--- src/rtl/dkjr_video_pkg.sv ---
// Shared constants and types for the sprite line-buffer controller.
// A buffer id of 0 selects line buffer A and 1 selects line buffer B.
package dkjr_video_pkg;

  localparam int PIX_W    = 4;
  localparam int X_W      = 8;
  localparam int LB_DEPTH = 2 ** X_W;

  localparam logic [PIX_W-1:0] PIX_TRANSPARENT = 4'd0;
  localparam logic [X_W-1:0]   X_LAST          = 8'd255;

  typedef enum logic [2:0] {
    INIT = 3'd0,
    IDLE = 3'd1,
    RD   = 3'd2,
    CHK  = 3'd3,
    WR   = 3'd4
  } draw_state_e;

  typedef struct packed {
    logic             ce;
    logic             wre;
    logic [X_W-1:0]   ad;
    logic [PIX_W-1:0] din;
  } lb_port_t;

  function automatic lb_port_t port_idle();
    lb_port_t p;
    p.ce  = 1'b0;
    p.wre = 1'b0;
    p.ad  = 8'd0;
    p.din = 4'd0;
    return p;
  endfunction

  function automatic lb_port_t port_access(input logic wre, input logic [X_W-1:0] ad,
                                           input logic [PIX_W-1:0] din);
    lb_port_t p;
    p.ce  = 1'b1;
    p.wre = wre;
    p.ad  = ad;
    p.din = din;
    return p;
  endfunction

endpackage

--- src/rtl/dkjr_lb_scan_pipe.sv ---
// Display-side scan pipeline.
// Reads the display buffer on pixel_ce, registers the pixel, then clears that pixel.
module dkjr_lb_scan_pipe
  import dkjr_video_pkg::*;
(
  input  logic             clk,
  input  logic             reset_n,
  input  logic             enable_i,
  input  logic             pixel_ce_i,
  input  logic             buf_sel_i,
  input  logic [X_W-1:0]   hcnt_i,
  input  logic [PIX_W-1:0] a_dout_i,
  input  logic [PIX_W-1:0] b_dout_i,
  output logic             rd_en_o,
  output logic             rd_id_o,
  output logic [X_W-1:0]   rd_ad_o,
  output logic             clr_en_o,
  output logic             clr_id_o,
  output logic [X_W-1:0]   clr_ad_o,
  output logic [PIX_W-1:0] pix_out_o
);

  logic             busy_q, busy_d;
  logic             id_q, id_d;
  logic [X_W-1:0]   ad_q, ad_d;
  logic [PIX_W-1:0] pix_q, pix_d;
  logic             rd_en_s;

  // Read request and next-state; a pixel_ce while the clear is pending is dropped
  always_comb begin
    rd_en_s = enable_i && pixel_ce_i && !busy_q;
    busy_d  = rd_en_s;
    id_d    = id_q;
    ad_d    = ad_q;
    pix_d   = pix_q;
    if (rd_en_s) begin
      id_d = !buf_sel_i;
      ad_d = hcnt_i;
    end else begin
      id_d = id_q;
      ad_d = ad_q;
    end
    if (busy_q) begin
      pix_d = id_q ? b_dout_i : a_dout_i;
    end else begin
      pix_d = pix_q;
    end
  end

  // Pipeline registers
  always_ff @(posedge clk) begin
    if (!reset_n) begin
      busy_q <= 1'b0;
      id_q   <= 1'b0;
      ad_q   <= 8'd0;
      pix_q  <= PIX_TRANSPARENT;
    end else begin
      busy_q <= busy_d;
      id_q   <= id_d;
      ad_q   <= ad_d;
      pix_q  <= pix_d;
    end
  end

  assign rd_en_o   = rd_en_s;
  assign rd_id_o   = !buf_sel_i;
  assign rd_ad_o   = hcnt_i;
  assign clr_en_o  = busy_q;
  assign clr_id_o  = id_q;
  assign clr_ad_o  = ad_q;
  assign pix_out_o = pix_q;

endmodule

--- src/rtl/dkjr_sprite_linebuf_ctrl.sv ---
// Ping-pong sprite line-buffer controller: draw FSM, power-up clear, buffer swap and A/B port muxing.
module dkjr_sprite_linebuf_ctrl
  import dkjr_video_pkg::*;
(
  input  logic             clk,
  input  logic             reset_n,
  input  logic             line_start,
  input  logic             pixel_ce,
  input  logic [X_W-1:0]   hcnt,
  input  logic             px_valid,
  input  logic [X_W-1:0]   px_x,
  input  logic [PIX_W-1:0] px_col,
  output logic             px_ready,
  output logic [PIX_W-1:0] pix_out,
  output logic             buf_sel,
  output logic [X_W-1:0]   a_ad,
  output logic [PIX_W-1:0] a_din,
  output logic             a_wre,
  output logic             a_ce,
  output logic             a_oce,
  input  logic [PIX_W-1:0] a_dout,
  output logic [X_W-1:0]   b_ad,
  output logic [PIX_W-1:0] b_din,
  output logic             b_wre,
  output logic             b_ce,
  output logic             b_oce,
  input  logic [PIX_W-1:0] b_dout
);

  draw_state_e      state_q, state_d;
  logic [X_W-1:0]   cnt_q, cnt_d;
  logic             buf_sel_q, buf_sel_d;
  logic [X_W-1:0]   x_q, x_d;
  logic [PIX_W-1:0] col_q, col_d;

  logic             px_ready_s;
  logic             init_s;
  lb_port_t         init_p_s, draw_p_s, rd_p_s, clr_p_s;
  lb_port_t         a_p_s, b_p_s;
  logic [PIX_W-1:0] draw_dout_s;

  logic             rd_en_s, rd_id_s, clr_en_s, clr_id_s;
  logic [X_W-1:0]   rd_ad_s, clr_ad_s;

  assign init_s      = (state_q == INIT);
  assign draw_dout_s = buf_sel_q ? b_dout : a_dout;

  dkjr_lb_scan_pipe u_scan (
    .clk        (clk),
    .reset_n    (reset_n),
    .enable_i   (!init_s),
    .pixel_ce_i (pixel_ce),
    .buf_sel_i  (buf_sel_q),
    .hcnt_i     (hcnt),
    .a_dout_i   (a_dout),
    .b_dout_i   (b_dout),
    .rd_en_o    (rd_en_s),
    .rd_id_o    (rd_id_s),
    .rd_ad_o    (rd_ad_s),
    .clr_en_o   (clr_en_s),
    .clr_id_o   (clr_id_s),
    .clr_ad_o   (clr_ad_s),
    .pix_out_o  (pix_out)
  );

  // Draw FSM next-state, power-up clear counter and buffer swap
  always_comb begin
    state_d    = state_q;
    cnt_d      = cnt_q;
    buf_sel_d  = buf_sel_q;
    x_d        = x_q;
    col_d      = col_q;
    px_ready_s = 1'b0;
    init_p_s   = port_idle();
    draw_p_s   = port_idle();
    case (state_q)
      INIT: begin
        init_p_s = port_access(1'b1, cnt_q, PIX_TRANSPARENT);
        cnt_d    = cnt_q + 8'd1;
        if (cnt_q == X_LAST) begin
          state_d = IDLE;
        end else begin
          state_d = INIT;
        end
      end
      IDLE: begin
        px_ready_s = !line_start;
        if (px_valid && !line_start) begin
          x_d   = px_x;
          col_d = px_col;
          if (px_col != PIX_TRANSPARENT) begin
            state_d = RD;
          end else begin
            state_d = IDLE;
          end
        end else begin
          state_d = IDLE;
        end
      end
      RD: begin
        draw_p_s = port_access(1'b0, x_q, col_q);
        state_d  = CHK;
      end
      CHK: begin
        // First-drawn pixel wins: only an empty slot is written
        if (draw_dout_s == PIX_TRANSPARENT) begin
          state_d = WR;
        end else begin
          state_d = IDLE;
        end
      end
      WR: begin
        if (!line_start) begin
          draw_p_s = port_access(1'b1, x_q, col_q);
        end else begin
          draw_p_s = port_idle();
        end
        state_d = IDLE;
      end
      default: begin
        state_d = INIT;
        cnt_d   = 8'd0;
      end
    endcase
    if (line_start && !init_s) begin
      buf_sel_d = !buf_sel_q;
      state_d   = IDLE;
    end else begin
      buf_sel_d = buf_sel_q;
    end
  end

  // Draw FSM and swap registers
  always_ff @(posedge clk) begin
    if (!reset_n) begin
      state_q   <= INIT;
      cnt_q     <= 8'd0;
      buf_sel_q <= 1'b0;
      x_q       <= 8'd0;
      col_q     <= PIX_TRANSPARENT;
    end else begin
      state_q   <= state_d;
      cnt_q     <= cnt_d;
      buf_sel_q <= buf_sel_d;
      x_q       <= x_d;
      col_q     <= col_d;
    end
  end

  // Per-buffer port mux: scan clear, scan read, power-up clear, then draw
  always_comb begin
    rd_p_s  = port_access(1'b0, rd_ad_s, PIX_TRANSPARENT);
    clr_p_s = port_access(1'b1, clr_ad_s, PIX_TRANSPARENT);
    a_p_s   = port_idle();
    b_p_s   = port_idle();
    if (!reset_n) begin
      a_p_s = port_idle();
      b_p_s = port_idle();
    end else begin
      if (clr_en_s && !clr_id_s) begin
        a_p_s = clr_p_s;
      end else if (rd_en_s && !rd_id_s) begin
        a_p_s = rd_p_s;
      end else if (init_s) begin
        a_p_s = init_p_s;
      end else if (!buf_sel_q) begin
        a_p_s = draw_p_s;
      end else begin
        a_p_s = port_idle();
      end
      if (clr_en_s && clr_id_s) begin
        b_p_s = clr_p_s;
      end else if (rd_en_s && rd_id_s) begin
        b_p_s = rd_p_s;
      end else if (init_s) begin
        b_p_s = init_p_s;
      end else if (buf_sel_q) begin
        b_p_s = draw_p_s;
      end else begin
        b_p_s = port_idle();
      end
    end
  end

  assign px_ready = px_ready_s;
  assign buf_sel  = buf_sel_q;
  assign a_ad     = a_p_s.ad;
  assign a_din    = a_p_s.din;
  assign a_wre    = a_p_s.wre;
  assign a_ce     = a_p_s.ce;
  assign a_oce    = 1'b1;
  assign b_ad     = b_p_s.ad;
  assign b_din    = b_p_s.din;
  assign b_wre    = b_p_s.wre;
  assign b_ce     = b_p_s.ce;
  assign b_oce    = 1'b1;

endmodule

--- config.mk ---
export PLATFORM = sky130hd
export DESIGN_NAME = dkjr_sprite_linebuf_ctrl
export DESIGN_NICKNAME = d
export VERILOG_FILES = /design/src/rtl/dkjr_video_pkg.sv /design/src/rtl/dkjr_lb_scan_pipe.sv /design/src/rtl/dkjr_sprite_linebuf_ctrl.sv
export SDC_FILE = /design/constraint.sdc
export NUM_CORES = 1
export LEC_CHECK = 0
export ABC_AREA = 1
export BUFFER_PORTS_ARGS = -buffer_cell sky130_fd_sc_hd__buf_2
export CAP_MARGIN = 20
export CORE_ASPECT_RATIO = 1.75
export CORE_MARGIN = 8
export CORE_UTILIZATION = 48
export DETAILED_ROUTE_END_ITERATION = 10
export PLACE_DENSITY = 0.85
export SLEW_MARGIN = 20
export SYNTH_ARGS = -nofsm -noshare
export SYNTH_HDL_FRONTEND = slang
export SYNTH_SLANG_ARGS = --single-unit
export TNS_END_PERCENT = 50
--- constraint.sdc ---
create_clock -name clk -period 1.27 [get_ports clk]
set_input_delay 0.0635 -clock clk [delete_from_list [all_inputs] [get_ports clk]]
set_output_delay 0.0635 -clock clk [all_outputs]
set_load 0.02 [all_outputs]
# Word-level counts from Yosys, hierarchy flattened
# Cells that the tools add are included.
# Widths: inputs -> output; s select.
# totals
reg_bits,38
inputBits,33
output_inout_bits,36
wordCells,58
# op_classes
addsub,1
eq_ne,5
mux,22
bitwise,1
reduce_logical,19
# op_table
cell,n
$mux 14,11
$pmux 14 s2,1
$pmux 8 s2,1
$pmux 3 s5,1
$add 8x1->8 const B,1
$eq 8x8->1 const B,1
$logic_and 1x1->1,8
$mux 4,2
$eq 3x2->1 const B,2
$mux 3,2
$logic_not 1->1,5
$logic_not 4->1,1
$reduce_bool 4->1,1
$reduce_or 4->1,1
$eq 3x1->1 const B,1
$eq 3x3->1 const B,1
$logic_not 3->1,1
$mux 1,3
$mux 2,1
$reduce_and 2->1,1
$reduce_or 2->1,1
$not 1->1,1

# Logic depth before layout (Yosys ltp)
# Gate-level depths: netlist of the first run.
# logic_depth
depth_word,8
depth_mapped,8
mapped_depth_nobuf,8

# Cells and area by module
# From an unflattened synthesis of the first run, not the netlist that was laid out.
# unflattened
hier_cells,518
area_unflattened_um2,3015.4
# by_module_without_submodules
mod,n_inst,cells_per_inst,area_each_um2,seq_area_each_um2
dkjr_sprite_linebuf_ctrl,1,413,2316.0,480.5
dkjr_lb_scan_pipe,1,105,699.4,280.3

# Worst setup path after synthesis of the first run
# Ideal clock, no wire load.
# synth_timing
path_type,reg-to-output
startpoint,"reg buf_sel_q, in the netlist buf_sel"
endpoint,out b_ad[4]
t_arrival_ps,1427
required_time_ps,1207
setup_slack_ps,-220
path_stages_with_launch,8
path_buffers,2
path_cell_list,dfxtp_1 buf_2 inv_1 buf_2 nand4_1 nand2_1 inv_1 a21oi_1
# synth_via
elab_chain_cells,5
elab_cells_between_ends,7
cone_classes,mux: 5; reduce/logical: 2
# synth_lines
item,line,source
"start, declared",dkjr_sprite_linebuf_ctrl.sv:32,"logic buf_sel_q, buf_sel_d;"
"start signal, assigned",dkjr_sprite_linebuf_ctrl.sv:144,buf_sel_q <= buf_sel_d;
$mux 14 or $logic_not 1->1 (tied branches),"dkjr_sprite_linebuf_ctrl.sv:177, dkjr_lb_scan_pipe.sv:66",
$mux 14 or $logic_and 1x1->1 (tied branches),"dkjr_sprite_linebuf_ctrl.sv:175, dkjr_sprite_linebuf_ctrl.sv:173",
$mux 14 *,dkjr_sprite_linebuf_ctrl.sv:173,end else if (rd_en_s && rd_id_s) begin
$mux 14 *,dkjr_sprite_linebuf_ctrl.sv:171,if (clr_en_s && clr_id_s) begin
$mux 14 *,dkjr_sprite_linebuf_ctrl.sv:156,if (!reset_n) begin
"end, declared",dkjr_sprite_linebuf_ctrl.sv:22,"output logic [X_W-1:0] b_ad,"
# Mark *: on every way between the ends. The rest lies on a longest branch, timed or not.

# Worst setup path in the final report of the first run
# layout_timing
startpoint,reg state_q[2]
endpoint,out a_din[0]
# layout_via
elab_chain_cells,8
elab_cells_between_ends,13
cone_classes,eq/ne: 2; mux: 6; reduce/logical: 5
# layout_lines
item,line,source
"start, declared",dkjr_sprite_linebuf_ctrl.sv:30,"draw_state_e state_q, state_d;"
"start signal, assigned",dkjr_sprite_linebuf_ctrl.sv:142,state_q <= state_d;
"parallel branches: the longest is 5 deep, another holds $pmux 14 s2",n/a,
$mux 14 *,dkjr_sprite_linebuf_ctrl.sv:162,end else if (rd_en_s && !rd_id_s) begin
$mux 14 *,dkjr_sprite_linebuf_ctrl.sv:160,if (clr_en_s && !clr_id_s) begin
$mux 14 *,dkjr_sprite_linebuf_ctrl.sv:156,
"end, declared",dkjr_sprite_linebuf_ctrl.sv:17,"output logic [PIX_W-1:0] a_din,"
# Mark *: on every way between the ends.

==> results.yml, run 1 <==
outcome:
  outcome: "finished with violations"
  failed_checks: "negative hold slack, negative setup slack"
timing:
  final-hold-violation-count: 2
  whs_ns: -0.004357
  max_freq_ghz: 0.5320
  slew_viol_final: 0
  layout_setup_ws_ns: -0.6099
  rsz0062_at_grt: "true"
  period_share_pct: 148.0
  fin_skew_ns: 0.008067
  min_period_ns: 1.880
  setup_viol: 63
floorplan:
  pin_count: 69
  core-area_um2: 5211
  die_w_um: 71.18
  rows: 35
  start_util_pct: 49.08
  fp.dieArea_um2: 8011
  die_h_um: 112.6
logic_synthesis:
  ys_seq_area_share_pct: 29.75
  synthFlopType: "dfxtp_1"
  synth_cells: 419
  synthTopCellsByArea: "dfxtp_1 30%, nand2_1 16%, inv_1 7.5%, nor2_1 7.2%, a21oi_1 7.0%"
  postSynthAreaPerCell_um2: 6.104
  yosysTopAreaCell: "dfxtp_1"
  synth_edf_count: 0
  synth_cell_types: 32
  netlist.area_leader.share_pct: 29.75
  async_reset_ff_share_pct: 0
  syn_area_um2: 2557
  ys.warnings.count: 0
  ys_ff_latch: 38
clock_network:
  cts_hold_buf: 0
  path_clk_slew_ns: 0.08
  clock_path_buffers: 2
  cts_buffers: 5
  clkSinkCount: 38
  cts_tree: "yes"
  ctsHtreeMaxLevel: 2
  cts-root-buf: "clkbuf_8"
  clock_latency_ns: 0.30
setup_path:
  critPathKind: "reg -> out"
  critPathTopFamily: "buffers and inverters"
  endpoint_kind: "output pin"
  crit_buf_inv: 4
  rr_startpoint: "state_q[1]$_SDFF_PP0_"
  worst-path-max-fanout: 7
  crit_required_ns: 1.21
  cp_slowest_cell: "dfxtp_4"
  crit_chain: "inv_4 -> nand2_4 -> inv_6 -> a21oi_2 -> nand3_2 -> buf_4 -> nor2_4 -> buf_2"
  max_stage_delay_ns: 0.39
  startpoint: "state_q[2]$_SDFF_PP0_"
  critPathLaunchType: "register"
  arrival_ns: 1.82
pwr:
  swShare_pct: 26.21
  max-vdd-ir-drop_mv: 0.8684
  p_per_area_nw_per_um2: 630.8
  p_leak_nw: 1.901
  power.internal_mw: 1.964
  p_comb_share_pct: 15.6
  seq_power_share_pct: 45.4
  p_sw_mw: 0.6976
  pwr-share-clk_pct: 39.1
  totalPowerFinal_mw: 2.661
grt:
  grt_first_pass_wirelength_um: 14390
  track_usage_pct: 22.20
  grt_max_degree: 20
  grt_overflow: 0
  antenna_found_initial: 0
  grt_pass1_vias: 3237
detailed_routing:
  antenna_left: 0
  via_per_inst: 6.032
  firstDrtPassIters: 8
  via_count: 3601
  drtIter0Drc: 427
  drc: 0
  routed_wl_um: 11050
  wl_per_cell_um: 18.51
worst_hold_path:
  hold_path.class: "in -> reg"
  hp-start: "px_x[5]"
placed_design:
  io_buffers: 66
  dp.cells: 573
  dp_hpwl_um: 6424
  globalplace.congestion: 0.9215
final_layout:
  multiInputGateArea_um2: 1932
  nFillCells: 306
  syn2layout_area_growth_pct: 64.97
  fin_cells: 597
  antenna_cells: 0
  drive_gt1_share_pct: 45.57
  ff_latch_area_um2: 768.2
  fin_nets: 575
run:
  drv_cap: 0
==> stage by stage <==
step	setup slack, ns	area (um^2)	setup TNS [ns]	utilization, %	hold slack (ns)
final	-0.6099	4219	-16.99	80.96	-0.004357
after global routing	-0.6367	4219	-21.06	80.96	0.007878
after CTS	-0.4225	3829	-12.48	73.47	0.01247
after detailed placement	-0.2105	3478	-5.078	66.75	0.3011
after global placement	-0.1646	3478	-3.547	66.75	0.3050
after floorplan	-0.06357	2771	-0.4832	-	0.1940
==> Yosys cell counts, drive strengths merged, types with 4 or more instances <==
cell	count
nand2	117
clkbuf	6
nor3	4
buf	18
nand4	18
a21oi	38
dfxtp	38
inv	53
nor2	54
nand3	32
o21ai	33
==> path summary, 6_finish.rpt <==
check                                     to  slack, ns  cells past startpoint
max reg2reg            state_q[0]$_SDFF_PN0_      -0.20                      9
min reg2reg  u_scan.clr_ad_o[1]$_SDFFE_PN0N_       0.49                      2
min                      x_q[5]$_SDFFE_PN0P_     -0.004                      3
max                                 a_din[0]      -0.61                      8
==> kinds of logic after synthesis <==
kind of cell             share of synthesized area [%]
adder cells (fa/ha/maj)                         0.4892
other                                           0.1466
AND/OR/NAND/NOR                                  40.22
buffers and inverters                            14.04
flip-flops                                       29.75
AO/OA/AOI/OAI                                    15.36
==> repair_timing <==
item                       4_1_cts  5_1_grt
buffers inserted                 5        9
gates cloned                     1        3
gates resized for setup         62       84
pin swaps                        9       19
setup endpoints to repair       46       61
==> routing by layer <==
metal	wire, um	part of all wire [%]	global-route usage, %
met1	3742	34	21.38
met2	5596	51	41.00
met3	896	8.1	4.643
met4	814	7.4	13.71
met5	0	0	0
==> power groups by stage <==
stage | Combinational, mW | Clock, mW | Sequential, mW
after floorplan | 0.181 | 0 | 1.24
after global placement | 0.331 | 0 | 1.24
after detailed placement | 0.337 | 0 | 1.24
after CTS | 0.359 | 1.03 | 1.21
after global routing | 0.440 | 1.08 | 1.21
final | 0.414 | 1.04 | 1.21
==> registers in the layout (all words and copies together), names as in the netlist <==
register and count:
state_q 3, u_scan.clr_en_o 1, cnt_q 8, col_q 4
x_q 8, u_scan.pix_out_o 4, u_scan.clr_ad_o 8, u_scan.clr_id_o 1
buf_sel 1
==> layout make-up <==
cell class / instances / share of cell area [%]
well taps: 55 / 1.631
flip-flops and latches: 38 / 18.21
clock buffers: 7 / 1.809
multi-input cells: 306 / 45.79
repair buffers: 137 / 26.81
inverters: 53 / 5.042
clock inverters: 1 / 0.7117
==> worst min-delay path, delay by kind of cell <==
kind / cells / cell delay (ns)
AND/OR/NAND/NOR: 1 / 0.07
AO/OA/AOI/OAI: 1 / 0.05
buffers and inverters: 1 / 0.07
==> cell usage in the layout (no fill, tap or decap), drive strengths merged, types with 2 or more instances in the layout <==
| master | Yosys | layout |
|---|---|---|
| nand2 | 117 | 118 |
| nor3 | 4 | 4 |
| clkbuf | 6 | 9 |
| nand3 | 32 | 32 |
| o21ai | 33 | 33 |
| nor2 | 54 | 54 |
| a21oi | 38 | 38 |
| buf | 18 | 135 |
| nand4 | 18 | 18 |
| inv | 53 | 52 |
| conb | 1 | 2 |
| dfxtp | 38 | 38 |
Note: power is estimated with default switching activity, not from simulation.
==> run 2, diff against run 1 <==
CORE_UTILIZATION = 49   (was 48)
CTS_BUF_LIST = sky130_fd_sc_hd__clkbuf_4 sky130_fd_sc_hd__clkbuf_8   (was unset)
PLACE_DENSITY = 0.86   (was 0.85)
==> run 2 against run 1 <==
Sequential cell count is the same. Final area decreased by 0.74%. Global-route usage increased by 2.4 points. First-iteration DRC count decreased by 24%. Final cell count rose by 0.17%. Die area down 1.7%. Total power increased by 9.4%. Hold slack better by 0.011 ns. Highest routed layer unchanged. Non-clock buffer count increased by 2. The run ends with negative setup slack left. Critical path depth increased by 1. Largest power group is now clock. Via count shrank 0.97%. Clock skew down 0.0059 ns.
==> results.yml, run 2 (synthesis results as in run 1) <==
floorplan:
  start_util_pct: 49.49
  die_w_um: 70.61
  pin_count: 69
  fp.dieArea_um2: 7878
  rows: 35
  die_h_um: 111.6
  core-area_um2: 5167
clock_network:
  cts_tree: "yes"
  clock_latency_ns: 0.30
  cts_buffers: 5
  clock_path_buffers: 2
  clkSinkCount: 38
  path_clk_slew_ns: 0.08
  ctsHtreeMaxLevel: 2
  cts_hold_buf: 0
  cts-root-buf: "clkbuf_8"
final_layout:
  antenna_cells: 0
  fin_nets: 576
  layout_commonest_cell: "nand2_1"
  nFillCells: 296
  fin_util_pct: 81.04
  layout_common_cells: "77 x nand2_1, 59 x buf_4, 46 x inv_1, 42 x buf_2, 39 x nor2_1"
  syn2layout_area_growth_pct: 63.75
  design_area_um2: 4188
  drive_gt1_share_pct: 45.67
grt:
  antenna_found_initial: 0
  grt_overflow: 0
  grt_max_degree: 27
  track_usage_pct: 24.60
  grt_first_pass_wirelength_um: 15680
  grt_pass1_vias: 3417
setup_path:
  arrival_ns: 1.76
  endpoint_kind: "output pin"
  crit_required_ns: 1.21
  reg2reg_depth: 8
  cp_common_cell: "nand2_2"
  worst-path-max-fanout: 5
  cp_num_cells: 9
  critPathTopFamily: "simple AND/OR/NAND/NOR gates"
  crit_buf_inv: 2
  critPathLaunchType: "register"
  max_stage_delay_ns: 0.35
  crit_chain: "nor2_4 -> nand3_2 -> nand2_4 -> buf_6 -> nand2_2 -> nand2_2 -> nand2_1 -> a21oi_2 -> buf_4"
  critPathKind: "reg -> out"
  cp_slowest_cell: "dfxtp_2"
  reg2reg_slack_ns: -0.17
pwr:
  max-vdd-ir-drop_mv: 0.6473
  totalPowerFinal_mw: 2.912
  p_per_area_nw_per_um2: 695.3
  p_leak_nw: 1.919
timing:
  min_period_ns: 1.823
  rsz0062_at_grt: "true"
  setup_viol: 59
  final-hold-violation-count: 0
  whs_ns: 0.006740
  max_freq_ghz: 0.5484
  slew_viol_final: 0
  fin_skew_ns: 0.002129
  period_share_pct: 143.6
  layout_setup_ws_ns: -0.5534
detailed_routing:
  routed_wl_um: 11230
  firstDrtPassIters: 8
  drc: 0
  via_count: 3566
  drtIter0Drc: 325
  antenna_left: 0
  via_per_inst: 5.963
  wl_per_cell_um: 18.77
worst_hold_path:
  hold_path.class: "in -> reg"
  hold_path_depth: 3
placed_design:
  io_buffers: 66
  place_area_um2: 3511
  dp_hpwl_um: 6687
  globalplace.congestion: 0.8992
  pre_cts_ws_ns: -0.1985
outcome:
  failed_checks: "negative setup slack"
  outcome: "finished with violations"
run:
  drv_cap: 0
==> run 2: power by group <==
group          internal [mW]  leakage (nW)  total (mW)  switching [mW]
clock                  0.838        0.0714        1.30           0.466
sequential              1.20         0.310        1.21          0.0103
combinational          0.172          1.54       0.401           0.229
total                   2.21          1.92        2.91           0.706
==> run 2: per-stage QoR <==
stage | TNS (ns) | instances
5_1_grt | -18.53 | 598
4_1_cts | -10.95 | 591
6_report | -15.71 | 598
3_5_place_dp | -4.527 | 579
2_1_floorplan | -0.4832 | 420
3_3_place_gp | -2.814 | 579
==> run 2: worst paths after layout <==
path | start | to
worst max register to register | state_q[1]$_SDFF_PP0_ | cnt_q[0]$_SDFFE_PN0N_
worst min-delay path | px_x[6] | x_q[6]$_SDFFE_PN0P_
worst min register to register | u_scan.clr_ad_o[5]$_SDFFE_PN0N_ | u_scan.clr_ad_o[5]$_SDFFE_PN0N_
worst max-delay path | state_q[1]$_SDFF_PP0_ | b_ad[1]
==> run 2: worst register-to-register path, stage by stage (launching register included) <==
cell	delay (ns)
dfxtp_2	0.35
nor2_4	0.18
buf_4	0.14
buf_4	0.12
nand2_1	0.10
nand3_4	0.15
buf_6	0.14
nand2_1	0.06
a21oi_1	0.14
==> run 2: what timing repair did <==
action | 4_1_cts | 5_1_grt
hold endpoints to repair | 0 | 0
cloned | 0 | 1
setup endpoints to repair | 47 | 61
gates resized for setup | 70 | 73
pin swaps | 6 | 20
setup buffers | 4 | 7
==> run 2: layout make-up <==
type                            instances  area [um^2]  share of cell area (%)
Multi-Input combinational cell        305         1853                   44.25
Timing Repair Buffer                  139         1137                   27.16
Sequential cell                        38        773.2                   18.46
Inverter                               53        212.7                   5.079
Clock buffer                            6        82.58                   1.972
Tap cell                               55        68.82                   1.643
Clock inverter                          2        60.06                   1.434
==> run 2: layer usage <==
layer | track usage [%] | routed length, um
met5 | 0 | 0
met4 | 18.18 | 767
met3 | 4.860 | 767
met2 | 45.39 | 5920
met1 | 22.85 | 3768
==> run 3, diff against run 2 <==
CORE_UTILIZATION = 25   (was 49)
PLACE_DENSITY = 0.54   (was 0.86)
SKIP_CTS_REPAIR_TIMING = 1   (was unset)
==> run 3 against run 2 <==
Combinational power fell by 4%. Final cell count rose by 11%. Sequential cell count stayed put. First-iteration DRC count decreased by 53%. Critical endpoint is now a_ad[7]. Via count fell by 13%. Maximum frequency grew 5.1%. Largest power group unchanged. The run ends with negative hold slack, negative setup slack left. Register-to-register slack better by 0.05 ns. Core utilization is 41 points lower.
==> results.yml, run 3 (synthesis results as in run 1) <==
grt:
  grt_first_pass_wirelength_um: 13980
  antenna_found_initial: 0
  grt_overflow: 0
  track_usage_pct: 12.73
  grt_max_degree: 24
  grt_pass1_vias: 2968
floorplan:
  die_h_um: 149.8
  pin_count: 69
  core-area_um2: 10120
  fp.dieArea_um2: 13850
  start_util_pct: 25.28
  die_w_um: 92.46
  rows: 49
pwr:
  p_per_area_nw_per_um2: 714.1
  swShare_pct: 24.10
  p_sw_mw: 0.7001
  seq_power_share_pct: 41.5
  pwr-share-clk_pct: 45.3
  p_comb_share_pct: 13.2
  p_leak_nw: 1.816
  power.internal_mw: 2.205
  max-vdd-ir-drop_mv: 0.3903
setup_path:
  critPathKind: "reg -> out"
  reg2reg_slack_ns: -0.12
  worst-path-max-fanout: 5
  arrival_ns: 1.67
  rr_startpoint: "state_q[0]$_SDFF_PN0_"
  endpoint_kind: "output pin"
  crit_required_ns: 1.21
  startpoint: "state_q[0]$_SDFF_PN0_"
  rr_endpoint: "state_q[0]$_SDFF_PN0_"
  critPathLaunchType: "register"
  reg2reg_depth: 9
  crit_end: "a_ad[7]"
timing:
  min_period_ns: 1.736
  max_freq_ghz: 0.5761
  period_share_pct: 136.7
  tns_ns: -13.14
  setup_viol: 51
  slew_viol_final: 0
  rsz0062_at_grt: "true"
  layout_setup_ws_ns: -0.4657
  final-hold-violation-count: 1
  fin_skew_ns: 0.01011
  whs_ns: -0.003417
clock_network:
  cts-root-buf: "clkbuf_8"
  path_clk_slew_ns: 0.08
  ctsHtreeMaxLevel: 2
  clock_path_buffers: 2
  clkSinkCount: 38
  cts_buffers: 5
  clock_latency_ns: 0.31
  cts_tree: "yes"
final_layout:
  layout_commonest_cell: "nand2_1"
  fin_cells: 666
  antenna_cells: 0
  syn2layout_area_growth_pct: 59.05
  layout_common_cells: "95 x nand2_1, 80 x buf_4, 45 x inv_1, 43 x nor2_1, 41 x buf_2"
  drive_gt1_share_pct: 41.74
  fin_nets: 572
placed_design:
  dp.cells: 649
  io_buffers: 66
  globalplace.congestion: 0.8759
  dp_hpwl_um: 7355
detailed_routing:
  drc: 0
  drtIter0Drc: 154
  firstDrtPassIters: 4
  wl_per_cell_um: 13.75
  antenna_left: 0
  via_count: 3106
  via_per_inst: 4.664
  routed_wl_um: 9160
run:
  drv_cap: 0
outcome:
  failed_checks: "negative hold slack, negative setup slack"
  outcome: "finished with violations"
worst_hold_path:
  hold_path.class: "in -> reg"
[run 3: cell types whose count changed in the layout (fill, tap and decap cells not counted), sizes merged]
| cell | change |
|---|---|
| buf | -4 |
| nand2 | +1 |
| clkbuf | -1 |
[run 3: worst min-delay path by stage]
stage,start,to,slack (ns),cells past startpoint
4_1_cts,px_x[2],x_q[2]$_SDFFE_PN0P_,0.0007,3
2_1_floorplan,hcnt[7],u_scan.clr_ad_o[7]$_SDFFE_PN0N_,0.19,2
6_report,hcnt[7],u_scan.clr_ad_o[7]$_SDFFE_PN0N_,-0.003,3
5_1_grt,hcnt[7],u_scan.clr_ad_o[7]$_SDFFE_PN0N_,0.03,3
3_5_place_dp,px_x[2],x_q[2]$_SDFFE_PN0P_,0.32,3
3_3_place_gp,px_x[6],x_q[6]$_SDFFE_PN0P_,0.32,3
[run 3: area by class of cell]
| class | instances | area (um^2) |
|---|---|---|
| clock inverters | 2 | 60.06 |
| inverters | 53 | 207.7 |
| clock buffers | 6 | 82.58 |
| multi-input cells | 306 | 1810 |
| repair buffers | 134 | 978.4 |
| flip-flops and latches | 38 | 769.5 |
| fillers | 1083 | 6048 |
| well taps | 127 | 158.9 |
[run 3: per-stage QoR]
step,power [mW],utilization (%),cell area (um^2),worst slack [ns]
floorplan,1.417,-,2771,-0.06357
global placement,1.588,35.45,3586,-0.1945
detailed placement,1.590,35.45,3586,-0.2203
CTS,2.912,36.86,3729,-0.5649
global route,3.009,40.21,4068,-0.5618
finish,2.905,40.21,4068,-0.4657
[run 3: power groups by stage]
stage	combinational (mW)	sequential, mW	clock (mW)
final	0.383	1.21	1.32
after global routing	0.415	1.21	1.39
after CTS	0.356	1.21	1.35
after detailed placement	0.355	1.24	0
after global placement	0.353	1.24	0
after floorplan	0.181	1.24	0
[run 3: worst max-delay path, stage by stage, from the launching register on]
cell     delay [ns]
dfxtp_4        0.36
nor2_4         0.18
nand3_4        0.12
nand2_4        0.12
buf_4          0.14
nand3_1        0.07
nand2_1        0.07
nor2_1         0.05
nor2_2         0.12
buf_6          0.14
[run 3: per-layer routing]
metal | up-vias | wire length, um | track usage [%] | part of all wire, %
met2 | 84 | 4809 | 23.18 | 53
met5 | - | 0 | 0 | 0
met1 | 1422 | 3500 | 12.68 | 38
li1 | 1578 | - | - | -
met4 | 0 | 319 | 7.867 | 3.5
met3 | 22 | 531 | 2.913 | 5.8
